`config.mk`:
```
export PLATFORM = sky130hd
export DESIGN_NAME = uart_tx_queue
export DESIGN_NICKNAME = d
export VERILOG_FILES = /design/src/rtl/uart_tx_queue.sv
export SDC_FILE = /design/constraint.sdc
export NUM_CORES = 1
export LEC_CHECK = 0
export BUFFER_PORTS_ARGS = -buffer_cell sky130_fd_sc_hd__buf_2
export CORE_UTILIZATION = 55
export CTS_CLUSTER_SIZE = 25
export DETAILED_ROUTE_END_ITERATION = 10
export PLACE_DENSITY = 0.79
export REMOVE_ABC_BUFFERS = 1
export SETUP_SLACK_MARGIN = 0.3
export SYNTH_ARGS = -nofsm -noshare
export SYNTH_HDL_FRONTEND = slang
export SYNTH_SLANG_ARGS = --single-unit
```
`constraint.sdc`:
```
create_clock -name clk -period 2.7 [get_ports clk]
set_input_delay 0.27 -clock clk [delete_from_list [all_inputs] [get_ports clk]]
set_output_delay 0.27 -clock clk [all_outputs]
set_load 0.005 [all_outputs]
```
`src/rtl/uart_tx_queue.sv`:
```
// uart_tx_queue: byte FIFO feeding a UART serializer through a handoff FSM.
// Optional macro UART_TXQ_LEVEL_EN adds the registered fill-count port level.
module uart_tx_queue #(
   parameter int DEPTH = 16,
   parameter int AW    = 4
) (
   input  logic         clk,
   input  logic         rst_n,
   input  logic [7:0]   wr_data,
   input  logic         wr_vld,
   output logic         wr_rdy,
   input  logic         tx_rdy,
   output logic [7:0]   tx_data,
   output logic         tx_vld,
   output logic         empty,
   output logic         busy,
`ifdef UART_TXQ_LEVEL_EN
   output logic         ovf_err,
   output logic [AW:0]  level
`else
   output logic         ovf_err
`endif
);

   typedef enum logic [1:0] {
      IDLE,
      LOAD,
      WAIT_ACK,
      WAIT_DONE
   } state_t;

   localparam logic [AW:0]   FULL_CNT = (AW+1)'(DEPTH);
   localparam logic [AW-1:0] LAST_PTR = AW'(DEPTH - 1);

   logic [7:0]    mem [DEPTH];
   logic [AW-1:0] wr_ptr;
   logic [AW-1:0] rd_ptr;
   logic [AW:0]   count;
   logic [1:0]    tmo;
   state_t        state;
   logic          full;
   logic          push;
   logic          pop;

   assign full   = (count == FULL_CNT);
   assign empty  = (count == '0);
   assign wr_rdy = !full;
   assign busy   = (state != IDLE);
   assign push   = wr_vld && !full;
   assign pop    = (state == IDLE) && !empty && tx_rdy;

`ifdef UART_TXQ_LEVEL_EN
   assign level = count;
`endif

   // Storage write; contents are left as-is across reset.
   always_ff @(posedge clk) begin
      if (push) begin
         mem[wr_ptr] <= wr_data;
      end
   end

   // Pointers and fill count; simultaneous push and pop cancel.
   always_ff @(posedge clk) begin
      if (!rst_n) begin
         wr_ptr <= '0;
         rd_ptr <= '0;
         count  <= '0;
      end else begin
         if (push) begin
            wr_ptr <= (wr_ptr == LAST_PTR) ? '0 : wr_ptr + 1'b1;
         end
         if (pop) begin
            rd_ptr <= (rd_ptr == LAST_PTR) ? '0 : rd_ptr + 1'b1;
         end
         unique case ({push, pop})
            2'b10:   count <= count + 1'b1;
            2'b01:   count <= count - 1'b1;
            default: count <= count;
         endcase
      end
   end

   // Sticky overflow flag: a write attempt while full.
   always_ff @(posedge clk) begin
      if (!rst_n) begin
         ovf_err <= 1'b0;
      end else if (wr_vld && full) begin
         ovf_err <= 1'b1;
      end
   end

   // Handoff FSM; tx_vld is registered so it never follows tx_rdy
   // combinationally (the serializer's rdy depends on din_vld).
   always_ff @(posedge clk) begin
      if (!rst_n) begin
         state   <= IDLE;
         tx_data <= '0;
         tx_vld  <= 1'b0;
         tmo     <= '0;
      end else begin
         unique case (state)
            IDLE: begin
               tx_vld <= 1'b0;
               tmo    <= '0;
               if (pop) begin
                  tx_data <= mem[rd_ptr];
                  tx_vld  <= 1'b1;
                  state   <= LOAD;
               end
            end
            LOAD: begin
               tx_vld <= 1'b0;
               tmo    <= '0;
               state  <= WAIT_ACK;
            end
            WAIT_ACK: begin
               tx_vld <= 1'b0;
               if (!tx_rdy) begin
                  state <= WAIT_DONE;
               end else if (tmo == 2'd3) begin
                  state <= IDLE;
               end else begin
                  tmo <= tmo + 1'b1;
               end
            end
            WAIT_DONE: begin
               tx_vld <= 1'b0;
               if (tx_rdy) begin
                  state <= IDLE;
               end
            end
            default: begin
               tx_vld <= 1'b0;
               state  <= IDLE;
            end
         endcase
      end
   end

endmodule

```
* After elaboration in Yosys (flattened, before gate mapping)
Memory sizes are Yosys's and may differ from the RTL's. A register that Yosys moved wholly into a read port is not among the register bits. Index checks and enable logic that the tools add are counted. Widths: inputs -> output; s select.
Operators by class: $add $sub $neg 5, eq/ne operators 14, multiplexer cells 15, reductions and logical operators 17
Operator list (count):
- $mux 2 | 6
- $pmux 5 s2 | 1
- $add 4x1->4 const B | 2
- $eq 2x2->1 const B | 4
- $eq 4x4->1 const B | 2
- $mux 4 | 2
- $ne 2x2->1 const B | 4
- $pmux 2 s4 | 1
- $reduce_and 3->1 | 2
- $reduce_bool 2->1 | 3
- $add 5x1->5 const B | 1
- $eq 5x5->1 const B | 1
- $logic_not 5->1 | 1
- $sub 5x1->5 const B | 1
- $eq 2x1->1 const B | 2
- $logic_and 1x1->1 | 4
- $pmux 2 s2 | 1
- $logic_not 1->1 | 3
- $mux 1 | 3
- $ne 3x3->1 const B | 1
- $reduce_or 3->1 | 1
- $add 2x1->2 const B | 1
- $logic_not 2->1 | 1
- $pmux 1 s2 | 1
- other kinds (2) | 2
Word-level totals: register bits after elaboration 19, bits in writable memories 128, input bits 12, output and inout port bits 13, word-level logic and storage cells 59, memories kept 1
Memories:
- mem | words 16, width 8, rd ports 1, clocked after memory_dff 1, write ports 1, RTL line 35 | logic [7:0] mem [DEPTH];

* Longest topological paths before layout
Gate-level depths: netlist of run 1.
depth in word-level cells 6, gate-level depth with buffers 15, mapped depth without buffers 13

* Least setup slack after synthesis of run 1
OpenSTA, ideal clock, no wires.
kind reg-to-reg, start register count[0], end register count[4], library setup time 0.118 ns, arrival 2.741 ns, required time 2.582 ns, slack -0.159 ns, stages on the path, launching flop included 14, path buffers 2, clock period less this slack 2.859 ns, path through dfxtp_1 -> nor4_4 -> and2_1 -> or2_4 -> inv_2 -> buf_6 -> buf_6 -> ha_1 -> ha_1 -> nor2b_1 -> o21ai_0 -> a21oi_1 -> or3b_1 -> mux2i_1
On the way: word-level cells in the longest chain between the ends 6, elaborated cells between the ends (all ways) 13, classes of those cells 2 x add/sub; 3 x eq/ne; 1 x mux; 7 x reduce/logical
Ends and longest elaborated chain:
- start: declaration | RTL line 38 | logic [AW:0] count;
- start signal: assignment | RTL line 77 | 2'b10: count <= count + 1'b1;
- start signal: assignment | RTL line 78 | 2'b01: count <= count - 1'b1;
- start signal: assignment | RTL line 79 | default: count <= count;
- $logic_not 5->1 * | RTL line 46 | assign empty = (count == '0);
- via empty | RTL line 15 | output logic empty,
- $logic_not 1->1 * | RTL line 50 | assign pop = (state == IDLE) && !empty && tx_rdy;
- $logic_and 1x1->1 * (2 in a row) | RTL line 50
- via pop | RTL line 43 | logic pop;
- $eq 2x1->1 or $eq 2x2->1 (tied branches) | RTL line 76 | unique case ({push, pop})
- $pmux 5 s2 or $reduce_bool 2->1 (tied branches)
The timed path passes the listed nets; every way through them passes the cells marked *. A chain may end at the register's enable or synchronous reset.

* Worst setup path in the final report of run 1
start register count[3], end register count[4]
On the way: word-level cells in the longest chain between the ends 6, elaborated cells between the ends (all ways) 13, classes of those cells 2 x add/sub; 3 x eq/ne; 1 x mux; 7 x reduce/logical
Ends and longest elaborated chain (RTL line):
- $logic_not 5->1 | 46
- $logic_not 1->1 | 50
- $logic_and 1x1->1 (2 in a row) | 50
- $eq 2x1->1 or $eq 2x2->1 (tied branches) | 76
- $pmux 5 s2 or $reduce_bool 2->1 (tied branches)
Parallel ways exist; a longest one is shown, timed or not.

==> impl_metrics.ini, run 1 <==
[run_status]
status = completed

[die]
ios = 25
start_util = 0.565
die_w_um = 111
die_y_um = 111
die_area_um2 = 12200
row_count = 39
core-area_um2 = 11500

[sta]
setup_viol = 0
fin_crit_ns = 2.40
drv_slew = 0
min_period_over_period = 0.889
fmax_ghz = 0.417
skew_ns = 0.0127
finalSetupTns_ns = 0
hold_viol = 0
worst_pin_slew_ns = 0.826
relSlewSlack = 0.448
rsz0062_at_grt = true

[synth]
synth_async_sr_flop_share = 0
synth-edff-count = 128
synth_seq_cells = 155
syn_avg_cell_area_um2 = 16.4
syn-cell-area_um2 = 6480
yosysWarnings = 0
ys_types = 45
ys_seq_area_frac = 0.676
postSynthCellCount = 395
synth_top_flop_cell = edfxtp_1

[cts]
clkLatencyLatePin_ns = 0.41
cts_tree = yes
ctsHoldBuffers = 0
clockRootBuffer = clkbuf_16
clkTransAtPathRegs_ns = 0.06
cts_inserted_buffers = 17
cts.sinks = 155
clock_path_buffers = 2
cts_htree_levels = 4

[drt]
first_pass_iters = 4
drt_iter0_drc = 299
avgRoutedWirePerCell_um = 20.8
via_per_inst = 5.94
route.vias.total = 3616
drt-total-wl_um = 12700
drc_errors = 0
drtAntennaViolNets = 0

[placed_design]
place.gp.congestion = 0.774
place_hpwl_um = 7480
io_buffers = 24

[pwr]
power.switching_mw = 1.83
power.internal_mw = 4.79
ir_worst_vdd_mv = 0.513
powerDensity_nw_per_um2 = 875
combinationalPowerShare = 0.236
clockPowerShare = 0.330
swShare = 0.276
p_leak_nw = 2.56
p_seq_frac = 0.433

[global_routing]
grt_usage = 0.216
grt_pass1_wl_um = 19700
grt_pass1_vias = 3696
antenna_found_initial = 0
grt_overflow = 0
grt_max_degree = 31

[critical_path]
critPathCaptureType = flop
critPathLaunchType = flop
worstPathArrival_ns = 2.69
crit_type = reg2reg
path_max_fanout = 3
cp.required_ns = 2.99

[layout]
area_delta_synth_final_pct = 16.7
fin_util = 0.660
final_common_cell = edfxtp_1
nets = 480
final_layout_size_suffix_gt1_frac = 0.322
n_antenna_cell = 0
final_cell_mix = edfxtp_1 (128), buf_4 (36), mux2i_1 (25), buf_2 (24), nor2_1 (23)
fillers = 719

[flow_run]
drv_cap = 0

[min_path]
hold_class = in2reg
## stage by stage
stage | hold WS, ns | cells | setup WS (ns) | total power, mW | cell area, um^2
after floorplan | 0.369 | 374 | -0.142 | 3.77 | 6340
after global placement | 0.472 | 565 | 0.116 | 4.14 | 6830
after detailed placement | 0.527 | 565 | 0.0261 | 4.20 | 6830
after CTS | 0.152 | 606 | 0.309 | 6.54 | 7500
after global routing | 0.237 | 609 | 0.170 | 6.91 | 7570
final | 0.243 | 609 | 0.300 | 6.62 | 7570
## worst paths after layout
path,startpoint,endpoint,slack (ns),cells after the start
max,count[3],count[4],0.30,12
min,wr_data[7],mem[2][7],0.24,1
max reg2reg,count[3],count[4],0.30,12
min reg2reg,count[4],count[4],0.52,2
## worst max-delay path: stages (launching register included)
cell and delay, ns:
dfxtp_2 0.33, nor4_4 0.31, buf_4 0.18, a21boi_4 0.05, inv_2 0.08, ha_4 0.17, inv_4 0.04, fa_2 0.34
nor2b_2 0.13, o21ai_2 0.07, nand3_1 0.06, or3b_4 0.38, mux2i_1 0.13
## final cells by class
class,instances,area [um^2],area share
Sequential cell,155,4390,0.581
Inverter,12,50.0,0.00661
Multi-Input combinational cell,207,2000,0.265
Tap cell,143,179,0.0236
Clock inverter,13,118,0.0155
Timing Repair Buffer,60,390,0.0516
Clock buffer,19,433,0.0572
## logic make-up (layout without fill, tap and decap cells)
group	count (synthesis)	in the layout	synth area share
multiplexers	49	49	0.125
XOR/XNOR	5	5	0.00676
AO/OA/AOI/OAI	62	62	0.0743
buffers and inverters	33	104	0.0282
flip-flops	155	155	0.676
adder cells (fa/ha/maj)	15	15	0.0301
AND/OR/NAND/NOR	76	76	0.0594
## synth_stat cells (2+ instances only)
cell      instances  share of area
edfxtp_1        128           0.59
a31oi_1           2         0.0019
mux2i_1          25          0.039
buf_6             4         0.0069
mux4_1            5          0.020
a41o_1            2         0.0031
nor2b_1           7         0.0068
a21oi_2           8          0.011
xor2_1            3         0.0041
nand2b_1          3         0.0029
inv_2             2         0.0012
mux4_2           19          0.066
dfxtp_1          27          0.083
or3b_1            2         0.0027
o21ai_0          15          0.012
and2_1            6         0.0058
clkbuf_1          9         0.0052
inv_1            10         0.0058
nand2_1          20          0.012
a311oi_2          8          0.019
nor2_1           23          0.013
nand3_1           4         0.0031
o21a_1            3         0.0035
o22ai_1           9         0.0087
nand3b_1          2         0.0023
nor3_1            5         0.0039
xnor2_1           2         0.0027
a21oi_1           7         0.0054
buf_2             4         0.0031
a21boi_1          2         0.0023
ha_1             14          0.027
o311a_1           2         0.0031
## flip-flops by register name, indices dropped and copies added (netlist names)
signal / flops
tx_vld: 1
ovf_err: 1
wr_ptr: 4
state: 2
tmo: 2
mem: 128
count: 5
rd_ptr: 4
tx_data: 8
## timing repair
item,4_1_cts,5_1_grt
setup endpoints to repair,2,2
pin swaps,6,11
buffers inserted,9,3
gates resized for setup,20,8
## power groups by stage
| stage | logic [mW] | clock network (mW) | registers [mW] |
|---|---|---|---|
| floorplan | 0.813 | 0 | 2.96 |
| detailed placement | 1.30 | 0 | 2.90 |
| global placement | 1.25 | 0 | 2.89 |
| finish | 1.56 | 2.19 | 2.87 |
| global route | 1.71 | 2.31 | 2.89 |
| CTS | 1.46 | 2.22 | 2.86 |
## metal layers
metal,up-vias,GRT usage,part of all wire
li1,1653,-,-
met3,17,0.0505,0.049
met5,-,0,0
met1,1840,0.286,0.43
met2,106,0.345,0.50
met4,0,0.0942,0.019
Note: power is estimated with default switching activity, not from simulation.
==> run 2, diff against run 1 <==
--- a/config.mk
+++ b/config.mk
@@ -6,10 +6,10 @@
 export NUM_CORES = 1
 export LEC_CHECK = 0
 export BUFFER_PORTS_ARGS = -buffer_cell sky130_fd_sc_hd__buf_2
-export CORE_UTILIZATION = 55
+export CORE_UTILIZATION = 45
 export CTS_CLUSTER_SIZE = 25
 export DETAILED_ROUTE_END_ITERATION = 10
-export PLACE_DENSITY = 0.79
+export PLACE_DENSITY = 0.67
 export REMOVE_ABC_BUFFERS = 1
 export SETUP_SLACK_MARGIN = 0.3
 export SYNTH_ARGS = -nofsm -noshare
==> impl_metrics.ini, run 2 (synthesized netlist as in run 1, its figures left out) <==
[pwr]
ir_worst_vdd_mv = 0.515
powerDensity_nw_per_um2 = 873
p_leak_nw = 2.60

[layout]
top_register = mem
fin_util = 0.545
final_cell_mix = edfxtp_1 (128), buf_4 (38), mux2i_1 (25), buf_2 (24), nor2_1 (23)
largest_reg_flops = 128
final_layout_size_suffix_gt1_frac = 0.327
area_delta_synth_final_pct = 17.7
reg_top3 = mem (128), tx_data (8), count (5)
fin_cells = 648
final_common_cell = edfxtp_1
nets = 482
fin_area_um2 = 7630
n_antenna_cell = 0

[die]
die_w_um = 122
start_util = 0.463
die_y_um = 122
core-area_um2 = 14000
row_count = 43
die_area_um2 = 14900
ios = 25

[critical_path]
reg2regPathDepth = 12
crit_chain = nor4_4, buf_4, a21boi_4, inv_2, ha_4, inv_4, fa_2, nor2b_2, o21ai_2, nand3_1, or3b_4, mux2i_1
crit_path_max_incr_delay_ns = 0.37
cp_num_buf_inv = 3
r2r-end = count[4]
r2r_start = count[0]
critPathCaptureType = flop
critPathLaunchType = flop
crit_type = reg2reg
worstPathArrival_ns = 2.68
path_delay_family = simple AND/OR/NAND/NOR gates
slowest_stage = or3b_4
cp.required_ns = 3.01
r2r_setup_slack_ns = 0.33
path_max_fanout = 4

[sta]
worst_slack_ns = 0.328
hold_viol = 0
relSlewSlack = 0.672
setup_viol = 0
worst_pin_slew_ns = 0.492
drv_slew = 0
fmax_ghz = 0.422
skew_ns = 0.00971
finalSetupTns_ns = 0
min_period_over_period = 0.878
fin_crit_ns = 2.37
rsz0062_at_grt = true

[placed_design]
place_ws_ns = 0.0224
place_area_um2 = 6890
io_buffers = 24
place_hpwl_um = 7760
place.gp.congestion = 0.718
dp.cells = 605

[cts]
clockRootBuffer = clkbuf_16
clkTransAtPathRegs_ns = 0.06
cts_tree = yes
clock_path_buffers = 2
clkLatencyLatePin_ns = 0.42
cts_htree_levels = 4
cts.sinks = 155
cts_inserted_buffers = 17
ctsHoldBuffers = 0

[drt]
drt_iter0_drc = 220
route.vias.total = 3487
drt-total-wl_um = 12200
drtAntennaViolNets = 0
drc_errors = 0
via_per_inst = 5.38
first_pass_iters = 5
avgRoutedWirePerCell_um = 18.9

[min_path]
holdPathEnd = ovf_err
hold_path_startpoint = wr_vld
hold_class = in2reg
whs_path_depth = 3

[global_routing]
grt_max_degree = 31
grt_pass1_wl_um = 19300
grt_usage = 0.181
grt_pass1_vias = 3564
antenna_found_initial = 0
grt_overflow = 0

[flow_run]
drv_cap = 0

[run_status]
status = completed
run 2: cell types whose count changed in the layout (fill, tap and decap cells not counted), sizes merged:
cell      delta
buf          +2
clkbuf       +1
clkinvlp     -1
run 2: timing repair:
item | 4_1_cts | 5_1_grt
resized for setup | 19 | 8
buffers inserted | 8 | 3
endpoints found under the setup margin | 1 | 2
pin swaps | 8 | 5
run 2: tightest hold or removal path, cell delays in order:
cell     delay (ns)
buf_2          0.10
a31oi_1        0.08
nor2b_1        0.10
run 2: worst max path at each step:
stage	startpoint	depth (start not counted)	end	slack (ns)
3_3_place_gp	count[1]	12	count[4]	0.13
6_report	count[0]	12	count[4]	0.33
5_1_grt	count[0]	12	count[4]	0.20
2_1_floorplan	rd_ptr[1]	5	tx_data[0]	-0.14
4_1_cts	count[3]	11	count[4]	0.30
3_5_place_dp	count[1]	12	count[4]	0.02
run 2: metal layers:
layer | routed length (um) | vias to the layer above | GRT usage
li1 | - | 1660 | -
met1 | 5420 | 1760 | 0.226
met2 | 6260 | 56 | 0.302
met3 | 424 | 11 | 0.0496
met4 | 116 | 0 | 0.0594
met5 | 0 | - | 0
run 2: power by group:
group / switching [mW] / internal (mW) / leakage (nW) / total (mW)
Clock: 0.939 / 1.33 / 0.283 / 2.27
Sequential: 0.0973 / 2.75 / 1.38 / 2.85
Combinational: 0.785 / 0.758 / 0.933 / 1.54
Total: 1.82 / 4.84 / 2.60 / 6.66
run 2: through the flow:
stage	hold slack [ns]	power, mW
after floorplan	0.369	3.77
after global routing	0.162	6.96
after CTS	0.145	6.62
after global placement	0.475	4.16
final	0.165	6.66
after detailed placement	0.512	4.22
run 2: layout make-up:
class | instances | area [um^2]
tap | 180 | 225
fill | 1112 | 6360
inverter | 12 | 50.0
sequential | 155 | 4400
timing repair buffer | 62 | 405
clock buffer | 20 | 457
multi-input combinational | 207 | 1980
clock inverter | 12 | 113
